[src/rtl/change_dispenser_if.sv]
// Handshake bundle between the vending controller and the drink/coin output stage.
interface change_dispenser_if #(
    parameter int unsigned SALES_W = 8
);
    logic               drink;
    logic [1:0]         back;
    logic               vend_req;
    logic               vend_ack;
    logic               coin_req;
    logic               coin_ack;
    logic               busy;
    logic [SALES_W-1:0] sold;
    logic               overflow;

    modport master (
        output drink, back, vend_ack, coin_ack,
        input  vend_req, coin_req, busy, sold, overflow
    );

    modport slave (
        input  drink, back, vend_ack, coin_ack,
        output vend_req, coin_req, busy, sold, overflow
    );
endinterface

[src/rtl/change_dispenser.sv]
// Queues paid drinks and half-yuan change, then releases them one unit per ack.
module change_dispenser #(
    parameter int unsigned DQ_W    = 2,
    parameter int unsigned CHG_W   = 4,
    parameter int unsigned SALES_W = 8
) (
    input  logic              clk,
    input  logic              reset,
    change_dispenser_if.slave bus
);
    typedef enum logic [1:0] {IDLE, VEND, CHANGE} state_t;

    state_t             state;
    logic [DQ_W-1:0]    dq;
    logic [CHG_W-1:0]   chg;
    logic [SALES_W-1:0] sold;
    logic               overflow;

    logic               vend_take;
    logic               coin_take;
    logic [DQ_W:0]      dq_sum;
    logic [CHG_W:0]     chg_sum;
    logic [DQ_W-1:0]    dq_next;
    logic [CHG_W-1:0]   chg_next;
    logic               dq_ovf;
    logic               chg_ovf;

    assign bus.vend_req = (state == VEND);
    assign bus.coin_req = (state == CHANGE);
    assign bus.busy     = (state != IDLE) || (dq != '0) || (chg != '0);
    assign bus.sold     = sold;
    assign bus.overflow = overflow;

    assign vend_take = (state == VEND) && bus.vend_ack;
    assign coin_take = (state == CHANGE) && bus.coin_ack;

    // Net update with a guard bit; a request is only up while its counter is
    // nonzero, so the guard bit can only mean "above maximum".
    always_comb begin
        dq_sum   = {1'b0, dq} + (DQ_W+1)'(bus.drink) - (DQ_W+1)'(vend_take);
        chg_sum  = {1'b0, chg} + (CHG_W+1)'(bus.back) - (CHG_W+1)'(coin_take);
        dq_ovf   = dq_sum[DQ_W];
        chg_ovf  = chg_sum[CHG_W];
        dq_next  = dq_ovf ? '1 : dq_sum[DQ_W-1:0];
        chg_next = chg_ovf ? '1 : chg_sum[CHG_W-1:0];
    end

    always_ff @(posedge clk) begin
        if (reset) begin
            state    <= IDLE;
            dq       <= '0;
            chg      <= '0;
            sold     <= '0;
            overflow <= 1'b0;
        end else begin
            dq   <= dq_next;
            chg  <= chg_next;
            sold <= sold + SALES_W'(vend_take);
            if (dq_ovf || chg_ovf)
                overflow <= 1'b1;

            // IDLE looks at the registered counters, so a new unit costs one
            // extra cycle before its request rises.
            unique case (state)
                IDLE: begin
                    if (dq != '0)
                        state <= VEND;
                    else if (chg != '0)
                        state <= CHANGE;
                end
                VEND: begin
                    if (dq_next == '0)
                        state <= (chg_next != '0) ? CHANGE : IDLE;
                end
                CHANGE: begin
                    if (chg_next == '0)
                        state <= (dq_next != '0) ? VEND : IDLE;
                end
                default: state <= IDLE;
            endcase
        end
    end
endmodule

[src/flat_wrapper.sv]
// flat-port wrapper written by rule: the top's interface ports become plain ports
module change_dispenser_flat 
#(
    parameter int unsigned DQ_W    = 2,
    parameter int unsigned CHG_W   = 4,
    parameter int unsigned SALES_W = 8
)
  (clk, reset, bus_drink, bus_back, bus_vend_ack, bus_coin_ack, bus_vend_req, bus_coin_req, bus_busy, bus_sold, bus_overflow);
  change_dispenser_if #(.SALES_W(SALES_W)) bus_i ();
  input  logic clk;
  input  logic reset;
  input wire logic [$bits(bus_i.drink)-1:0] bus_drink;
  input wire logic [$bits(bus_i.back)-1:0] bus_back;
  input wire logic [$bits(bus_i.vend_ack)-1:0] bus_vend_ack;
  input wire logic [$bits(bus_i.coin_ack)-1:0] bus_coin_ack;
  output wire logic [$bits(bus_i.vend_req)-1:0] bus_vend_req;
  output wire logic [$bits(bus_i.coin_req)-1:0] bus_coin_req;
  output wire logic [$bits(bus_i.busy)-1:0] bus_busy;
  output wire logic [$bits(bus_i.sold)-1:0] bus_sold;
  output wire logic [$bits(bus_i.overflow)-1:0] bus_overflow;
  assign bus_i.drink = bus_drink;
  assign bus_i.back = bus_back;
  assign bus_i.vend_ack = bus_vend_ack;
  assign bus_i.coin_ack = bus_coin_ack;
  assign bus_vend_req = bus_i.vend_req;
  assign bus_coin_req = bus_i.coin_req;
  assign bus_busy = bus_i.busy;
  assign bus_sold = bus_i.sold;
  assign bus_overflow = bus_i.overflow;
  change_dispenser #(.DQ_W(DQ_W), .CHG_W(CHG_W), .SALES_W(SALES_W)) u_core (.clk(clk), .reset(reset), .bus(bus_i));
endmodule
[config.mk]
export PLATFORM = sky130hd
export DESIGN_NAME = change_dispenser_flat
export DESIGN_NICKNAME = d
export VERILOG_FILES = /design/src/rtl/change_dispenser_if.sv /design/src/rtl/change_dispenser.sv /design/src/flat_wrapper.sv
export SDC_FILE = /design/constraint.sdc
export NUM_CORES = 1
export LEC_CHECK = 0
export BUFFER_PORTS_ARGS = -buffer_cell sky130_fd_sc_hd__buf_2
export CAP_MARGIN = 0
export CORE_AREA = 2 2 55 57
export DETAILED_ROUTE_END_ITERATION = 6
export DIE_AREA = 0 0 57 59
export PLACE_DENSITY_LB_ADDON = 0.2
export SYNTH_ARGS = -nofsm -noshare
export SYNTH_HDL_FRONTEND = slang
export SYNTH_SLANG_ARGS = --single-unit
[constraint.sdc]
create_clock -name clk -period 2.83 [get_ports clk]
set_clock_uncertainty 0.15 [all_clocks]
set_input_delay 0.283 -clock clk [delete_from_list [all_inputs] [get_ports clk]]
set_output_delay 0.283 -clock clk [all_outputs]
set_load 0.005 [all_outputs]
==> flow_metrics.py, run 1 <==
metrics = {
    "sta": {
        "final.setup.tns_ns": 0,
        "hold_violations": 0,
        "drv_slew": 0,
        "timing.final.crit_share_pct": 95.2,
        "clock.fmax_mhz": 371,
        "setup_violations": 0,
        "grt_setup_unrepaired": "false",
        "fin_crit_ns": 2.69,
        "tightest_slew_ns": 0.442,
        "slew_headroom_pct": 70.3,
    },
    "detailed_routing": {
        "drc": 0,
        "viasPerCell": 4.92,
        "wl_per_cell_um": 11.6,
        "postRouteWirelength_mm": 1.92,
        "drt_iter0_markers": 12,
        "ant_nets": 0,
        "num_vias": 811,
        "dr.pass1.iters": 4,
    },
    "floorplanning": {
        "coreArea_mm2": 0.00271,
        "dieHeight_um": 59,
        "rows": 19,
        "dieWidth_um": 57,
        "pin_count": 19,
        "initial_utilization_pct": 37.3,
        "die_area_mm2": 0.00336,
    },
    "worst_setup_path": {
        "slowest_delay_ns": 0.38,
        "path_common_cell": "ha_1",
        "start_kind": "flop",
        "ff2ff_setup_slack_ns": 0.14,
        "cp_cell_sequence": "nor2b_1 -> and2_1 -> ha_1 -> inv_1 -> ha_1 -> fa_2 -> xnor2_2 -> nor3_2 -> and2b_1 -> a211o_1",
        "r2r-start": "u_core.state[0]",
        "cp.arrival_ns": 2.74,
        "r2r-end": "u_core.state[0]",
        "critPathMaxFanout": 6,
        "crit_path_top_delay_cell": "dfxtp_4",
        "worst-setup-path-type": "flop to flop",
        "critPathBufInv": 1,
        "ff2ff_path_depth": 10,
        "critPathRequiredTime_ns": 2.88,
        "end_kind": "flop",
        "critPathTopFamily": "adder cells",
    },
    "layout": {
        "fillerInstances": 279,
        "multiInputGateArea_um2": 628,
        "fin_nets": 155,
        "final_layout_size_suffix_gt1_share_pct": 23.9,
        "finalInstanceArea_mm2": 0.00119,
        "register_area_um2": 344,
        "area_growth_pct": 17.8,
        "num_antenna_cells": 0,
    },
    "cts": {
        "cts_buffers": 3,
        "htree_levels": 1,
        "clock-sinks": 17,
        "clock_latency_ns": 0.30,
        "clockRootBuffer": "clkbuf_4",
        "cts_tree": "built",
        "clk_pin_slew_ns": 0.11,
        "cts.path.max_buffers": 2,
    },
    "yosys": {
        "synth_seq_cells": 17,
        "synth-edff-count": 0,
        "ys_seq_area_share_pct": 33.7,
        "async_flop_share_pct": 0,
        "syn_area_mm2": 0.00101,
        "syn_area_per_cell_um2": 8.87,
        "synth_cells": 114,
        "ys_warn_count": 0,
        "synthFlopType": "dfxtp_1",
        "yosys.cell_types.count": 28,
        "synth_nets": 134,
    },
    "worst_hold_path": {
        "min_delay_path_depth": 2,
        "hold_path.class": "primary input to flop",
        "hold_start": "reset",
        "hold_path_end": "u_core.bus.sold[6]",
    },
    "place": {
        "dp_hpwl_mm": 1.50,
        "gp_congestion": 0.736,
        "io_buffers": 18,
        "dpl_cell_area_mm2": 0.00113,
    },
    "pwr": {
        "p_total_mw": 1.27,
        "vdd_drop_max_uv": 538,
        "power.density_mw_per_mm2": 1060,
        "p_leak_nw": 0.578,
    },
    "status": {
        "status": "complete, no violations",
    },
    "global_route": {
        "grt_pass1_vias": 766,
        "overflow": 0,
        "grt_pass1_wl_mm": 3.38,
        "track_usage_pct": 13.0,
        "grt_max_degree": 20,
        "antenna_found_initial": 0,
    },
    "flow_run": {
        "cap_violations": 0,
    },
}
-- power by group --
part           switching (mW)  internal (mW)  leakage [nW]
registers              0.0458          0.311         0.141
clock network          0.0844         0.0538        0.0139
logic                   0.421          0.351         0.424
total                   0.551          0.716         0.578
-- cells in the mapped netlist (2+ instances only) --
cell	instances	area share, %
and2_1	2	1.2
xor2_1	6	5.2
dfxtp_1	17	34
fa_1	2	4.0
or3b_2	2	1.7
xnor2_1	5	4.3
inv_1	16	5.9
and2b_1	2	1.5
nand3_1	6	3.0
clkbuf_1	2	0.74
nor2b_1	6	3.7
and3_1	2	1.2
a21oi_1	8	4.0
nor3_1	2	0.99
nor2_1	12	4.5
nor4_1	2	1.2
ha_1	11	14
-- per-layer routing --
layer / global-route usage, % / routed length [µm]
met3: 3.93 / 71
met5: 0 / 0
met4: 3.99 / 28
met1: 16.4 / 896
met2: 21.5 / 921
-- worst reg2reg max path, cell delays in order (launching register included) --
cell     delay [ns]
dfxtp_4        0.38
nor2b_1        0.14
and2_1         0.19
ha_1           0.28
inv_1          0.04
ha_1           0.19
fa_2           0.36
xnor2_2        0.17
nor3_2         0.25
and2b_1        0.21
a211o_1        0.25
-- flip-flops by register name (all words and copies together), names as in the netlist --
register	cells
u_core.bus.overflow	1
u_core.state	2
u_core.bus.sold	8
u_core.dq	2
u_core.chg	4
-- how the worst max path moves through the flow --
stage | start | to | slack, ns | cells past startpoint
2_1_floorplan | u_core.state[1] | u_core.state[0] | 0.21 | 10
3_3_place_gp | u_core.state[0] | u_core.state[0] | 0.05 | 10
3_5_place_dp | u_core.state[0] | u_core.state[0] | 0.02 | 10
4_1_cts | u_core.state[0] | u_core.state[0] | 0.003 | 10
5_1_grt | u_core.state[1] | u_core.state[1] | 0.02 | 10
6_report | u_core.state[0] | u_core.state[0] | 0.14 | 10
-- cells in the final DEF, fill, tap and decap left out, types with 2 or more instances in the layout --
cell / Yosys / routed
ha_1: 11 / 11
or3b_2: 2 / 2
buf_2: 0 / 18
fa_2: 0 / 2
xor2_1: 6 / 6
and2_1: 2 / 2
inv_1: 16 / 16
xnor2_1: 5 / 3
and3_1: 2 / 2
a21oi_1: 8 / 8
nor2b_1: 6 / 6
clkbuf_4: 0 / 3
nor4_1: 2 / 2
nor2_1: 12 / 12
xnor2_2: 0 / 2
and2b_1: 2 / 2
dfxtp_1: 17 / 16
nand3_1: 6 / 6
-- through the flow --
stage | utilization [%] | cells | hold slack [ns] | worst slack (ns)
after floorplan | - | 114 | 0.352 | 0.209
after detailed placement | 41.8 | 161 | 0.361 | 0.0207
after global routing | 44.0 | 165 | 0.208 | 0.0201
after CTS | 42.9 | 165 | 0.192 | 0.00274
after global placement | 41.8 | 161 | 0.348 | 0.0474
final | 44.0 | 165 | 0.200 | 0.137
-- cell families (layout without fill, tap and decap cells) --
family	after synthesis	in the layout	synth area share [%]
AOI/OAI and AO/OA	16	16	11.6
and+or+nand+nor	39	39	20.9
adders and majority gates	13	13	17.6
xor gates and xnor gates	11	11	9.53
buffers and inverters	18	38	6.68
DFF	17	17	33.7
-- repair_timing --
item / in CTS / in global routing
setup buffers: 0 / 0
hold buffers: 0 / 0
setup endpoints to repair: 0 / 7
resized for setup: 0 / 7
-- cell type report --
type / instances / share of cell area [%]
repair buffers: 18 / 7.56
inverters: 16 / 5.04
flip-flops and latches: 17 / 28.9
multi-input cells: 79 / 52.7
clock inverters: 1 / 0.630
clock buffers: 3 / 1.89
well taps: 31 / 3.26
Note: power is estimated with default switching activity, not from simulation.
==> run 2, diff against run 1 <==
--- a/config.mk
+++ b/config.mk
@@ -5,12 +5,13 @@
 export SDC_FILE = /design/constraint.sdc
 export NUM_CORES = 1
 export LEC_CHECK = 0
-export BUFFER_PORTS_ARGS = -buffer_cell sky130_fd_sc_hd__buf_2
+export BUFFER_PORTS_ARGS = -buffer_cell sky130_fd_sc_hd__buf_4
 export CAP_MARGIN = 0
 export CORE_AREA = 2 2 55 57
 export DETAILED_ROUTE_END_ITERATION = 6
 export DIE_AREA = 0 0 57 59
 export PLACE_DENSITY_LB_ADDON = 0.2
+export SLEW_MARGIN = 40
 export SYNTH_ARGS = -nofsm -noshare
 export SYNTH_HDL_FRONTEND = slang
 export SYNTH_SLANG_ARGS = --single-unit
==> constraint.sdc (replaced) <==
create_clock -name clk -period 3.1 [get_ports clk]
set_clock_uncertainty 0.15 [all_clocks]
set_input_delay 0.31 -clock clk [delete_from_list [all_inputs] [get_ports clk]]
set_output_delay 0.31 -clock clk [all_outputs]
set_load 0.005 [all_outputs]
==> flow_metrics.py, run 2 (synthesized netlist as in run 1, its figures left out) <==
metrics = {
    "worst_setup_path": {
        "end_kind": "flop",
        "critPathRequiredTime_ns": 3.14,
        "critPathMaxFanout": 6,
        "start_kind": "flop",
        "worst-setup-path-type": "flop to flop",
        "cp.arrival_ns": 2.86,
    },
    "sta": {
        "clock.fmax_mhz": 354,
        "fin_crit_ns": 2.82,
        "grt_setup_unrepaired": "false",
        "hold_violations": 0,
        "slew_headroom_pct": 68.6,
        "timing.final.crit_share_pct": 91.1,
        "drv_slew": 0,
        "tightest_slew_ns": 0.467,
        "final.setup.tns_ns": 0,
        "setup_violations": 0,
    },
    "place": {
        "io_buffers": 18,
        "dp_hpwl_mm": 1.55,
        "gp_congestion": 0.763,
    },
    "detailed_routing": {
        "postRouteWirelength_mm": 1.91,
        "drt_iter0_markers": 12,
        "ant_nets": 0,
        "drc": 0,
        "num_vias": 799,
        "dr.pass1.iters": 4,
        "viasPerCell": 4.84,
        "wl_per_cell_um": 11.6,
    },
    "floorplanning": {
        "coreArea_mm2": 0.00271,
        "die_area_mm2": 0.00336,
        "rows": 19,
        "initial_utilization_pct": 37.3,
        "pin_count": 19,
        "dieWidth_um": 57,
        "dieHeight_um": 59,
    },
    "layout": {
        "reg.largest.list": "u_core.bus.sold x8, u_core.chg x4",
        "area_growth_pct": 19.1,
        "final_cell_mix": "buf_4, dfxtp_1, inv_1, nor2_1, ha_1",
        "fin_nets": 155,
        "largest_register_ffs": 8,
        "final_layout_size_suffix_gt1_share_pct": 18.7,
        "regMostFlops": "u_core.bus.sold",
        "num_antenna_cells": 0,
        "final_common_cell": "buf_4",
        "multiInputGateArea_um2": 603,
        "fillerInstances": 285,
        "register_area_um2": 340,
    },
    "global_route": {
        "track_usage_pct": 12.7,
        "grt_pass1_vias": 770,
        "grt_max_degree": 20,
        "overflow": 0,
        "grt_pass1_wl_mm": 3.30,
        "antenna_found_initial": 0,
    },
    "worst_hold_path": {
        "hold_path.class": "primary input to flop",
    },
    "pwr": {
        "power.density_mw_per_mm2": 927,
        "p_leak_nw": 0.574,
        "vdd_drop_max_uv": 398,
        "p_total_mw": 1.12,
    },
    "cts": {
        "clock-sinks": 17,
        "cts_buffers": 3,
        "post_cts_buffers": 0,
        "cts_resized": 0,
        "clockRootBuffer": "clkbuf_4",
        "cts.path.max_buffers": 2,
        "clock_latency_ns": 0.29,
        "cts_hold_buf": 0,
        "clk_pin_slew_ns": 0.10,
        "htree_levels": 1,
        "cts_tree": "built",
    },
    "status": {
        "status": "complete, no violations",
    },
    "flow_run": {
        "cap_violations": 0,
    },
}
## run 2: cell types whose count changed in the layout (fill, tap and decap cells not counted), sizes merged
| cell | delta |
|---|---|
| clkbuf | +1 |
| clkinvlp | -1 |
## run 2: report_power, final
part | internal [mW] | leakage (nW) | switching (mW)
clock | 0.0500 | 0.0150 | 0.0719
combinational | 0.300 | 0.419 | 0.373
sequential | 0.281 | 0.140 | 0.0401
total | 0.631 | 0.574 | 0.485
## run 2: routing by layer
| layer | wire length, µm | global-route usage, % | up-vias |
|---|---|---|---|
| li1 | - | - | 423 |
| met1 | 871 | 16.4 | 361 |
| met2 | 946 | 20.7 | 13 |
| met3 | 75 | 2.18 | 2 |
| met4 | 13 | 5.98 | 0 |
| met5 | 0 | 0 | - |
## run 2: path summary, 6_finish.rpt
check,start,to,slack (ns),depth (start not counted)
worst max-delay path,u_core.state[0],u_core.state[0],0.28,10
worst min-delay path,reset,u_core.chg[2],0.17,2
worst max register to register,u_core.state[0],u_core.state[0],0.28,10
worst min register to register,u_core.bus.sold[7],u_core.bus.sold[7],0.38,2
## run 2: stage by stage
step	setup WS, ns	area [µm²]	hold WS (ns)	utilization, %	cells
after floorplan	0.479	1010	0.352	-	114
after global placement	0.322	1180	0.355	43.4	161
after detailed placement	0.284	1180	0.362	43.4	161
after CTS	0.271	1200	0.176	44.4	165
after global routing	0.0823	1200	0.177	44.4	165
final	0.276	1200	0.172	44.4	165
## run 2: layout make-up
type / instances / share of cell area, %
multi-input cells: 79 / 50.1
flip-flops and latches: 17 / 28.3
inverters: 16 / 4.99
well taps: 31 / 3.22
clock buffers: 4 / 2.18
repair buffers: 18 / 11.2
## run 2: critical path: stages, from the launching register on
cell,delay [ns]
dfxtp_1,0.41
nor2b_1,0.25
and2_1,0.21
ha_1,0.13
inv_1,0.04
ha_1,0.19
fa_1,0.40
xnor2_1,0.18
nor3_1,0.29
and2b_1,0.22
a211o_1,0.25
==> run 3, diff against run 2 <==
--- a/config.mk
+++ b/config.mk
@@ -7,11 +7,11 @@
 export LEC_CHECK = 0
 export BUFFER_PORTS_ARGS = -buffer_cell sky130_fd_sc_hd__buf_4
 export CAP_MARGIN = 0
-export CORE_AREA = 2 2 55 57
+export CORE_AREA = 2 2 63 50
 export DETAILED_ROUTE_END_ITERATION = 6
-export DIE_AREA = 0 0 57 59
-export PLACE_DENSITY_LB_ADDON = 0.2
+export DIE_AREA = 0 0 65 52
 export SLEW_MARGIN = 40
 export SYNTH_ARGS = -nofsm -noshare
 export SYNTH_HDL_FRONTEND = slang
 export SYNTH_SLANG_ARGS = --single-unit
+export TNS_END_PERCENT = 50
==> flow_metrics.py, run 3 (synthesized netlist as in run 1, its figures left out) <==
metrics = {
    "sta": {
        "hold_violations": 0,
        "tightest_slew_ns": 0.515,
        "clock.fmax_mhz": 353,
        "setup_violations": 0,
        "final.setup.tns_ns": 0,
        "timing.final.crit_share_pct": 91.4,
        "fin_crit_ns": 2.83,
        "grt_setup_unrepaired": "false",
        "drv_slew": 0,
        "slew_headroom_pct": 65.4,
    },
    "pwr": {
        "switching_power_mw": 0.498,
        "combPwrFrac_pct": 58.3,
        "vdd_drop_max_uv": 447,
        "clkPwrFrac_pct": 14.2,
        "pwr-share-seq_pct": 27.6,
        "p_leak_nw": 0.582,
        "p_total_mw": 1.17,
        "internal_power_mw": 0.676,
        "sw_frac_of_total_pct": 42.4,
        "power.density_mw_per_mm2": 954,
    },
    "cts": {
        "cts_buffers": 3,
        "clk_pin_slew_ns": 0.07,
        "cts_resized": 0,
        "clock_latency_ns": 0.25,
        "htree_levels": 1,
        "post_cts_buffers": 0,
        "clockRootBuffer": "clkbuf_8",
        "clock-sinks": 17,
        "cts_hold_buf": 0,
        "cts.path.max_buffers": 2,
        "cts_tree": "built",
    },
    "layout": {
        "fin_nets": 155,
        "largest_register_ffs": 8,
        "area_growth_pct": 21.8,
        "register_area_um2": 340,
        "reg.largest.list": "u_core.bus.sold x8, u_core.chg x4",
        "final_common_cell": "buf_4",
        "num_antenna_cells": 0,
        "multiInputGateArea_um2": 603,
        "regMostFlops": "u_core.bus.sold",
        "final_cell_mix": "buf_4, dfxtp_1, inv_1, nor2_1, ha_1",
        "final_layout_size_suffix_gt1_share_pct": 18.7,
        "fillerInstances": 294,
    },
    "detailed_routing": {
        "drc": 0,
        "ant_nets": 0,
        "wl_per_cell_um": 12.1,
        "dr.pass1.iters": 4,
        "num_vias": 814,
        "drt_iter0_markers": 12,
        "postRouteWirelength_mm": 2.08,
        "viasPerCell": 4.73,
    },
    "global_route": {
        "track_usage_pct": 13.7,
        "overflow": 0,
        "grt_pass1_wl_mm": 3.47,
        "antenna_found_initial": 0,
        "grt_pass1_vias": 815,
        "grt_max_degree": 20,
    },
    "worst_setup_path": {
        "worst-setup-path-type": "flop to flop",
        "critPathMaxFanout": 5,
        "cp.arrival_ns": 2.83,
        "critPathRequiredTime_ns": 3.09,
        "start_kind": "flop",
        "end_kind": "flop",
    },
    "floorplanning": {
        "pin_count": 19,
        "rows": 17,
        "coreArea_mm2": 0.00279,
        "die_area_mm2": 0.00338,
        "dieHeight_um": 52,
        "initial_utilization_pct": 36.3,
        "dieWidth_um": 65,
    },
    "place": {
        "gp_congestion": 0.793,
        "dp_hpwl_mm": 1.59,
        "io_buffers": 18,
    },
    "flow_run": {
        "cap_violations": 0,
    },
    "status": {
        "status": "complete, no violations",
    },
    "worst_hold_path": {
        "hold_path.class": "primary input to flop",
    },
}
## run 3: cell count changes in the layout (fill, tap and decap cells not counted)
cell	previous run	this run
clkbuf_8	0	3
clkbuf_4	3	0
## run 3: cell type report
class / instances / share of cell area [%]
Timing Repair Buffer: 18 / 11.0
Multi-Input combinational cell: 79 / 49.0
Tap cell: 38 / 3.86
Clock buffer: 4 / 3.66
Inverter: 16 / 4.88
Sequential cell: 17 / 27.6
## run 3: critical path: stages, from the launching register on
cell and delay (ns):
dfxtp_1 0.34, nor2b_1 0.15, and2_1 0.16, ha_1 0.26, inv_1 0.04, ha_1 0.21
fa_1 0.47, and3b_1 0.23, o311ai_2 0.29, a22oi_2 0.15, a211o_1 0.27
## run 3: power by group through the flow
stage / combinational, mW / sequential, mW / clock, mW
6_report: 0.684 / 0.324 / 0.166
5_1_grt: 0.772 / 0.329 / 0.177
4_1_cts: 0.683 / 0.323 / 0.169
3_5_place_dp: 0.679 / 0.328 / 0
3_3_place_gp: 0.655 / 0.327 / 0
2_1_floorplan: 0.523 / 0.317 / 0
## run 3: per-stage QoR
step	worst slack, ns	hold WS (ns)	instance area (µm²)	utilization [%]	std cells
2_1_floorplan	0.479	0.352	1010	-	114
3_3_place_gp	0.346	0.348	1190	42.6	168
3_5_place_dp	0.283	0.363	1190	42.6	168
4_1_cts	0.257	0.221	1230	44.2	172
5_1_grt	0.0526	0.223	1230	44.2	172
6_report	0.265	0.232	1230	44.2	172
## run 3: final timing paths
path | startpoint | to | slack (ns) | cells past startpoint
max | u_core.state[1] | u_core.state[0] | 0.27 | 10
min | reset | u_core.chg[0] | 0.23 | 2
max reg2reg | u_core.state[1] | u_core.state[0] | 0.27 | 10
min reg2reg | u_core.bus.overflow | u_core.bus.overflow | 0.37 | 2
## run 3: per-layer routing
layer  vias up  wire length (µm)  track usage [%]
met5         -                 0                0
met4         0                47             5.67
met3         6                92             4.98
met2        19               966             23.2
met1       369               970             15.6
li1        420                 -                -
